`src/rtl/aes_pkg.sv`:
```
// Shared AES types and constants for the decryption round path.
package aes_pkg;

    localparam int NUM_COLS = 4;

    typedef logic [31:0]  word_t;
    typedef logic [127:0] block_t;
    typedef logic [1:0]   col_idx_t;

    typedef enum logic [1:0] {
        IDLE,
        COMPUTE,
        DONE
    } imc_state_t;

    localparam col_idx_t LAST_COL = col_idx_t'(NUM_COLS - 1);

    // Bit offset of the LSB of column c inside a block; column 0 sits at the MSBs.
    // For a 2-bit index, ~c equals 3 - c, so {~c, 5'd0} is (3 - c) * 32.
    function automatic logic [6:0] col_lsb(input col_idx_t c);
        return {~c, 5'd0};
    endfunction

endpackage

```
`src/rtl/inv_mix_col_seq_invmixcol32.sv`:
```
// Combinational InvMixColumns on one 32-bit column (byte 0 at the MSBs).
module invMixCol32
    import aes_pkg::*;
(
    input  logic [31:0] word,
    output logic [31:0] mixed32
);

    // Multiply by x in GF(2^8) modulo x^8 + x^4 + x^3 + x + 1.
    function automatic logic [7:0] xt(input logic [7:0] b);
        return {b[6:0], 1'b0} ^ (b[7] ? 8'h1b : 8'h00);
    endfunction

    function automatic logic [7:0] mul9(input logic [7:0] b);
        return xt(xt(xt(b))) ^ b;
    endfunction

    function automatic logic [7:0] mul11(input logic [7:0] b);
        return xt(xt(xt(b)) ^ b) ^ b;
    endfunction

    function automatic logic [7:0] mul13(input logic [7:0] b);
        return xt(xt(xt(b) ^ b)) ^ b;
    endfunction

    function automatic logic [7:0] mul14(input logic [7:0] b);
        return xt(xt(xt(b) ^ b) ^ b);
    endfunction

    logic [7:0] a0, a1, a2, a3;

    // Apply the inverse MixColumns matrix {0e 0b 0d 09} in circulant form.
    always_comb begin
        a0 = word[31:24];
        a1 = word[23:16];
        a2 = word[15:8];
        a3 = word[7:0];
        mixed32[31:24] = mul14(a0) ^ mul11(a1) ^ mul13(a2) ^ mul9(a3);
        mixed32[23:16] = mul9(a0)  ^ mul14(a1) ^ mul11(a2) ^ mul13(a3);
        mixed32[15:8]  = mul13(a0) ^ mul9(a1)  ^ mul14(a2) ^ mul11(a3);
        mixed32[7:0]   = mul11(a0) ^ mul13(a1) ^ mul9(a2)  ^ mul14(a3);
    end

endmodule

```
`src/rtl/inv_mix_col_seq.sv`:
```
// Sequenced InvMixColumns: one column per cycle through a single shared
// invMixCol32, with a per-packet bypass for the final decryption round.
module inv_mix_col_seq
    import aes_pkg::*;
(
    input  logic         clk,
    input  logic         rst,
    input  logic         in_valid,
    input  logic [127:0] in_packet,
    input  logic         in_bypass,
    output logic         in_ready,
    output logic         out_valid,
    output logic [127:0] out_packet,
    input  logic         out_ready,
    output logic         busy
);

    imc_state_t state, state_nxt;
    col_idx_t   col;
    block_t     work;
    word_t      col_in;
    word_t      col_out;
    logic       accept;

    assign accept = in_valid && in_ready;
    assign col_in = work[col_lsb(col) +: 32];

    invMixCol32 u_imc (
        .word    (col_in),
        .mixed32 (col_out)
    );

    // State register.
    always_ff @(posedge clk or posedge rst) begin
        if (rst) begin
            state <= IDLE;
        end else begin
            state <= state_nxt;
        end
    end

    // Next-state and handshake outputs; in_ready follows out_ready in DONE
    // so a new packet can enter in the same cycle the old result leaves.
    always_comb begin
        state_nxt = state;
        in_ready  = 1'b0;
        out_valid = 1'b0;
        busy      = 1'b0;
        case (state)
            IDLE: begin
                in_ready = 1'b1;
                if (in_valid) begin
                    state_nxt = in_bypass ? DONE : COMPUTE;
                end
            end
            COMPUTE: begin
                busy = 1'b1;
                if (col == LAST_COL) begin
                    state_nxt = DONE;
                end
            end
            DONE: begin
                out_valid = 1'b1;
                in_ready  = out_ready;
                if (out_ready) begin
                    if (in_valid) begin
                        state_nxt = in_bypass ? DONE : COMPUTE;
                    end else begin
                        state_nxt = IDLE;
                    end
                end
            end
            default: begin
                state_nxt = IDLE;
            end
        endcase
    end

    // Work register, column counter and result register; accepts never
    // coincide with COMPUTE, so the two write sources are exclusive.
    always_ff @(posedge clk or posedge rst) begin
        if (rst) begin
            work       <= '0;
            out_packet <= '0;
            col        <= '0;
        end else begin
            if (accept && !in_bypass) begin
                work <= in_packet;
                col  <= '0;
            end
            if (accept && in_bypass) begin
                out_packet <= in_packet;
            end
            if (state == COMPUTE) begin
                out_packet[col_lsb(col) +: 32] <= col_out;
                col <= (col == LAST_COL) ? '0 : col + col_idx_t'(1);
            end
        end
    end

endmodule

```
`config.mk`:
```
export PLATFORM = sky130hd
export DESIGN_NAME = inv_mix_col_seq
export DESIGN_NICKNAME = d
export VERILOG_FILES = /design/src/rtl/aes_pkg.sv /design/src/rtl/inv_mix_col_seq_invmixcol32.sv /design/src/rtl/inv_mix_col_seq.sv
export SDC_FILE = /design/constraint.sdc
export NUM_CORES = 1
export LEC_CHECK = 0
export CAP_MARGIN = 20
export CORE_MARGIN = 1
export CORE_UTILIZATION = 50
export CTS_BUF_LIST = sky130_fd_sc_hd__clkbuf_8
export CTS_CLUSTER_SIZE = 12
export DETAILED_ROUTE_END_ITERATION = 10
export PLACE_DENSITY = 0.77
export SETUP_SLACK_MARGIN = 0.15
export SYNTH_ARGS = -nofsm -noshare
export SYNTH_HDL_FRONTEND = slang
export SYNTH_HIERARCHICAL = 1
export SYNTH_SLANG_ARGS = --single-unit
```
`constraint.sdc`:
```
create_clock -name clk -period 18 [get_ports clk]
set_input_delay 3.6 -clock clk [delete_from_list [all_inputs] [get_ports clk]]
set_output_delay 3.6 -clock clk [all_outputs]
set_load 0.01 [all_outputs]
```
## Word-level counts from Yosys, hierarchy flattened

Index checks and enable logic that the tools add are counted.

- Flip-flop bits (word level): 260
- Logic and storage cells: 130

- Add/sub/neg operators: 2
- Eq/ne operators: 6
- Shift operators: 3
- Muxes and demuxes: 43
- Bitwise gates (word level): 65
- Reductions and logical operators: 7

Operators with widths:

| operator | number |
|---|---|
| XOR 8 bit | 64 |
| two-way mux 128 bit | 2 |
| two-way mux 5 bit | 28 |
| bitwise mux 128 bit | 1 |
| variable shift 32 x 9 -> 128 bit, first input constant | 1 |
| indexed part select 128 x 8 -> 32 bit | 1 |
| indexed part select 32 x 9 -> 128 bit | 1 |
| two-way mux 2 bit | 8 |
| negator 7 -> 9 bit | 1 |
| one-hot mux 2 bit (3 select lines) | 1 |
| equality test 2 bit, second input constant | 2 |
| != test 2 bit, second input constant | 2 |
| logical AND 1 bit | 3 |
| AND reduction 3 bit | 1 |
| adder 2 x 1 -> 2 bit, second input constant | 1 |
| equality test 2 x 1 -> 1 bit, second input constant | 1 |
| zero test 2 bit | 1 |
| two-way mux 1 bit | 2 |
| != test 2 x 1 -> 1 bit, second input constant | 1 |
| inverter 2 bit | 1 |
| one-hot mux 1 bit (2 select lines) | 1 |
| nonzero test 2 bit | 1 |
| zero test 1 bit | 1 |

## Longest topological paths before layout

- Depth after elaboration: 16
- Depth in mapped cells: 10

## Cells and area by module

The synthesis kept the hierarchy.

By module, submodules not included:

| module | times used | cells each | area an instance (µm²) |
|---|---|---|---|
| inv_mix_col_seq | 1 | 978 | 11927.7 |
| invMixCol32 | 1 | 207 | 2217.1 |

## Worst setup path after synthesis

No wires, ideal clock.

- Path type: input to output
- Start point: input port out_ready
- End point: output port in_ready
- Arrival: 3972 ps
- Data required time: 14400 ps
- Slack: 10428 ps
- Stages: 2
- Path through: and2b_1 nor2_1

- Cells in the longest elaborated chain, start to end: 1

Ends and longest elaborated chain:

| what | RTL line | source |
|---|---|---|
| from (decl) | inv_mix_col_seq.sv:14 | `input logic out_ready,` |
| one-hot mux 1 bit (2 select lines) | inv_mix_col_seq.sv:49 | `case (state)` |
| to (decl) | inv_mix_col_seq.sv:11 | `output logic in_ready,` |

Every way passes these cells.

## Worst setup path after layout

Same ends and word-level chain as after synthesis.

==> flow_results.org <==
** Run status
- Result of the run :: finished, final reports clean

** Setup path
- Slack of the worst reg-to-reg path :: 13.81 ns
- STA puts the critical path data arrival time at slightly below 5 ns.
- Along the worst path, the maximum fanout reaches 3.
- In this run the critical register-to-register path is launched from col[0].
- Counting cells, the worst reg-to-reg path comes to 8.
- For the worst setup path, the data required time is 14.40 ns.
- Type of element launching the critical path :: input pin
- STA classifies the critical path endpoint as an output pin.
- The worst register-to-register path ends at out_packet[29].
- Critical setup path kind :: in -> out

** Synthesis
- Cells taking the most area after synthesis :: sky130_fd_sc_hd__dfrtp_1 46%, sky130_fd_sc_hd__mux2_2 9.6%, sky130_fd_sc_hd__o221ai_1 7.9%
- Of the post-synthesis cell area, the dominant cell type holds 0.460.
- Leading cell type by number of instances after synthesis :: sky130_fd_sc_hd__dfrtp_1
- Netlist Area Pre-Place :: 0.0141 mm^2
- Register bit total from synthesis :: between 200 and 300
- Share of the yosys chip area belonging to registers :: 0.460
- The number of nets handed over by synthesis was 1323.
- Of all flip-flops after synthesis, the portion carrying an async set or reset was 1.00.
- Synthesized netlist cell count :: 1185
- Synth Area per Inst :: 11.9 um^2
- For this run, the leading register cell type out of synthesis is sky130_fd_sc_hd__dfrtp_1.
- By count the netlist is led by 260 x sky130_fd_sc_hd__dfrtp_1, 132 x sky130_fd_sc_hd__nand2_1, 129 x sky130_fd_sc_hd__nand4_1.
- Yosys printed 6 warnings.
- Distinct cell type count after synthesis :: 35
- Counting flops with a built-in enable in the synthesized netlist gives 0.
- The largest total area in the synthesized netlist belongs to sky130_fd_sc_hd__dfrtp_1.

** STA
- Maximum clock frequency :: 117 MHz
- Setup total negative slack on the finished layout was measured at 0 ns.
- Worst slew margin relative to its limit :: 0.281
- Setup violations remaining at the end of the flow were counted as 0.
- Final hold violations :: 0
- RSZ-0062 raised after global routing :: false
- Setup WS post-layout :: 9.43 ns
- For the pin with the worst max-slew slack, the measured transition is around 1.1 ns.
- Subtracting the final worst setup slack from the clock period gives 8.57 ns.
- Fin crit share :: 0.476
- Post-Route Skew :: ~0.043 ns
- Slew Limit Fails :: 0

** Global route
- The initial antenna violation count is 1.
- Wire length of the first global-routing pass :: 69400 um
- The number of global-route vias before repair came to approximately 12000.
- Entering global routing, the biggest net connects about 130 pins.
- Summed over all layers, the global routing overflow is 0.
- Total Routing Usage GR :: 0.316

** Clocking
- Post-CTS repair changed the size of 0 cells.
- Clock latency at the later pin of the worst-skew pair :: about 0.56 ns
- TritonCTS Buffers :: 43
- Clock transition at the registers of the reported paths :: about 0.06 ns
- Buffers added to address setup during post-CTS repair amount to 0.
- Clk Tree Root Cell :: sky130_fd_sc_hd__clkbuf_8
- TritonCTS built the clock tree.
- Post-cts hold buffer count :: 0
- The clock drives 260 sinks.
- Maximum clock insertion buffer count :: 3
- The clock tree synthesis step divided the H-tree into 2 levels.

** Route
- WL/cell :: about 25 um
- First-pass DRT Iterations :: 5
- The detailed router finished its first iteration with 1243 violations.
- Number of nets still failing antenna checks after routing :: 0
- Number of remaining DRC errors :: 0
- Vias per Instance :: 6.40
- Total via count after detailed routing :: 11500
- The final layout contains routed wiring with a total length of 45300 um.

** Floorplan
- Total Die Area :: between 0.02 and 0.03 mm^2
- Rows :: 61
- Width of the chip :: ~170 um
- The core region is approximately 0.028 mm^2.
- 264 I/O pins were placed.
- From bottom edge to top edge, the die measures 170 um.
- Starting density of the core :: 0.509

** Placed design
- Worst setup slack before clock tree synthesis :: about 9.4 ns
- Input/output buffers :: 263
- Post-detailed-placement half-perimeter wirelength :: ~30000 um
- After detailed placement, the total cell area comes to 0.0169 mm^2.
- Routability-driven placement finished with a final weighted congestion of between 0.9 and 1.

** Min path
- Class of the worst hold path :: reg -> reg
- Hold path cells :: 1
- Origin of the worst min-delay path :: work[112]
- Hold Path End :: work[112]

** Final layout
- Signed area change from the synthesized netlist to the final layout :: 25.6%
- The layout has between 2000 and 2500 filler cells.
- Fraction of layout instances using a drive strength above 1 :: 0.177
- The net count of the finished layout is 1529.
- Finished Cell Area :: 0.0178 mm^2

** Flow run
- Across the run, the number of max-cap violations was 0.
==> cell usage in the layout, fill, tap and decap left out, drive strengths merged <==
cell type / count
clkdlybuf4s50: 263
dfrtp: 260
nand2: 132
nand4: 129
o221ai: 128
mux2: 128
xnor2: 127
clkbuf: 56
inv: 48
xor2: 39
mux4: 32
xnor3: 25
buf: 18
nand3b: 5
ha: 5
clkinv: 5
o21bai: 2
nor2b: 2
nor4b: 2
nand2b: 2
nand3: 2
diode: 1
and2b: 1
and2: 1
and3: 1
or3: 1
nor2: 1
o31ai: 1
o21ai: 1
bufinv: 1
xor3: 1
==> stage by stage <==
stage           util  hold WS, ns  instances
3_5_place_dp   0.607        0.474       1723
3_3_place_gp   0.606        0.463       1722
6_report       0.639        0.488       1798
4_1_cts        0.638        0.488       1796
2_1_floorplan      -        0.453       1185
5_1_grt        0.639        0.508       1798
==> critical path: stages <==
cell	delay (ns)
sky130_fd_sc_hd__clkdlybuf4s50_1	0.47
sky130_fd_sc_hd__and2b_1	0.23
sky130_fd_sc_hd__nor2_1	0.12
sky130_fd_sc_hd__clkdlybuf4s50_1	0.55
==> per-layer routing <==
metal  vias up  part of all wire  GRT usage
li1       4794                 -          -
met1      5824              0.40      0.436
met2       766              0.48      0.501
met3       125             0.087     0.0512
met4         0             0.036      0.127
met5         -                 0          0
==> final cells by class <==
class / instances / area (um^2) / share of cell area
Multi-Input combinational cell: 768 / 6960 / 0.392
Sequential cell: 260 / 6510 / 0.366
Timing Repair Buffer: 281 / 2800 / 0.157
Clock buffer: 56 / 771 / 0.0434
Tap cell: 378 / 473 / 0.0266
Inverter: 37 / 148 / 0.00831
Clock inverter: 17 / 106 / 0.00599
Antenna cell: 1 / 2.50 / 0.000141
==> state kept, by name (all words and copies together), names as in the netlist <==
signal / flops
out_packet: 128
work: 128
col: 2
state: 2
==> logic make-up after synthesis <==
logic type      synth area share
xor+xnor                   0.150
buf+inv                   0.0495
flops                      0.460
mux                        0.153
compound gates            0.0812
fa+ha+maj                0.00442
simple gates               0.102
==> worst max path at each step <==
| stage | to | from | slack, ns |
|---|---|---|---|
| detailed placement | in_ready | out_ready | 9.43 |
| floorplan | col[0] | rst | 7.24 |
| global route | in_ready | out_ready | 9.36 |
| CTS | in_ready | out_ready | 9.41 |
| finish | in_ready | out_ready | 9.43 |
| global placement | in_ready | out_ready | 9.45 |
Power is not shown: default switching activity piles up to over one toggle a cycle in this logic, so the estimate is an artifact.
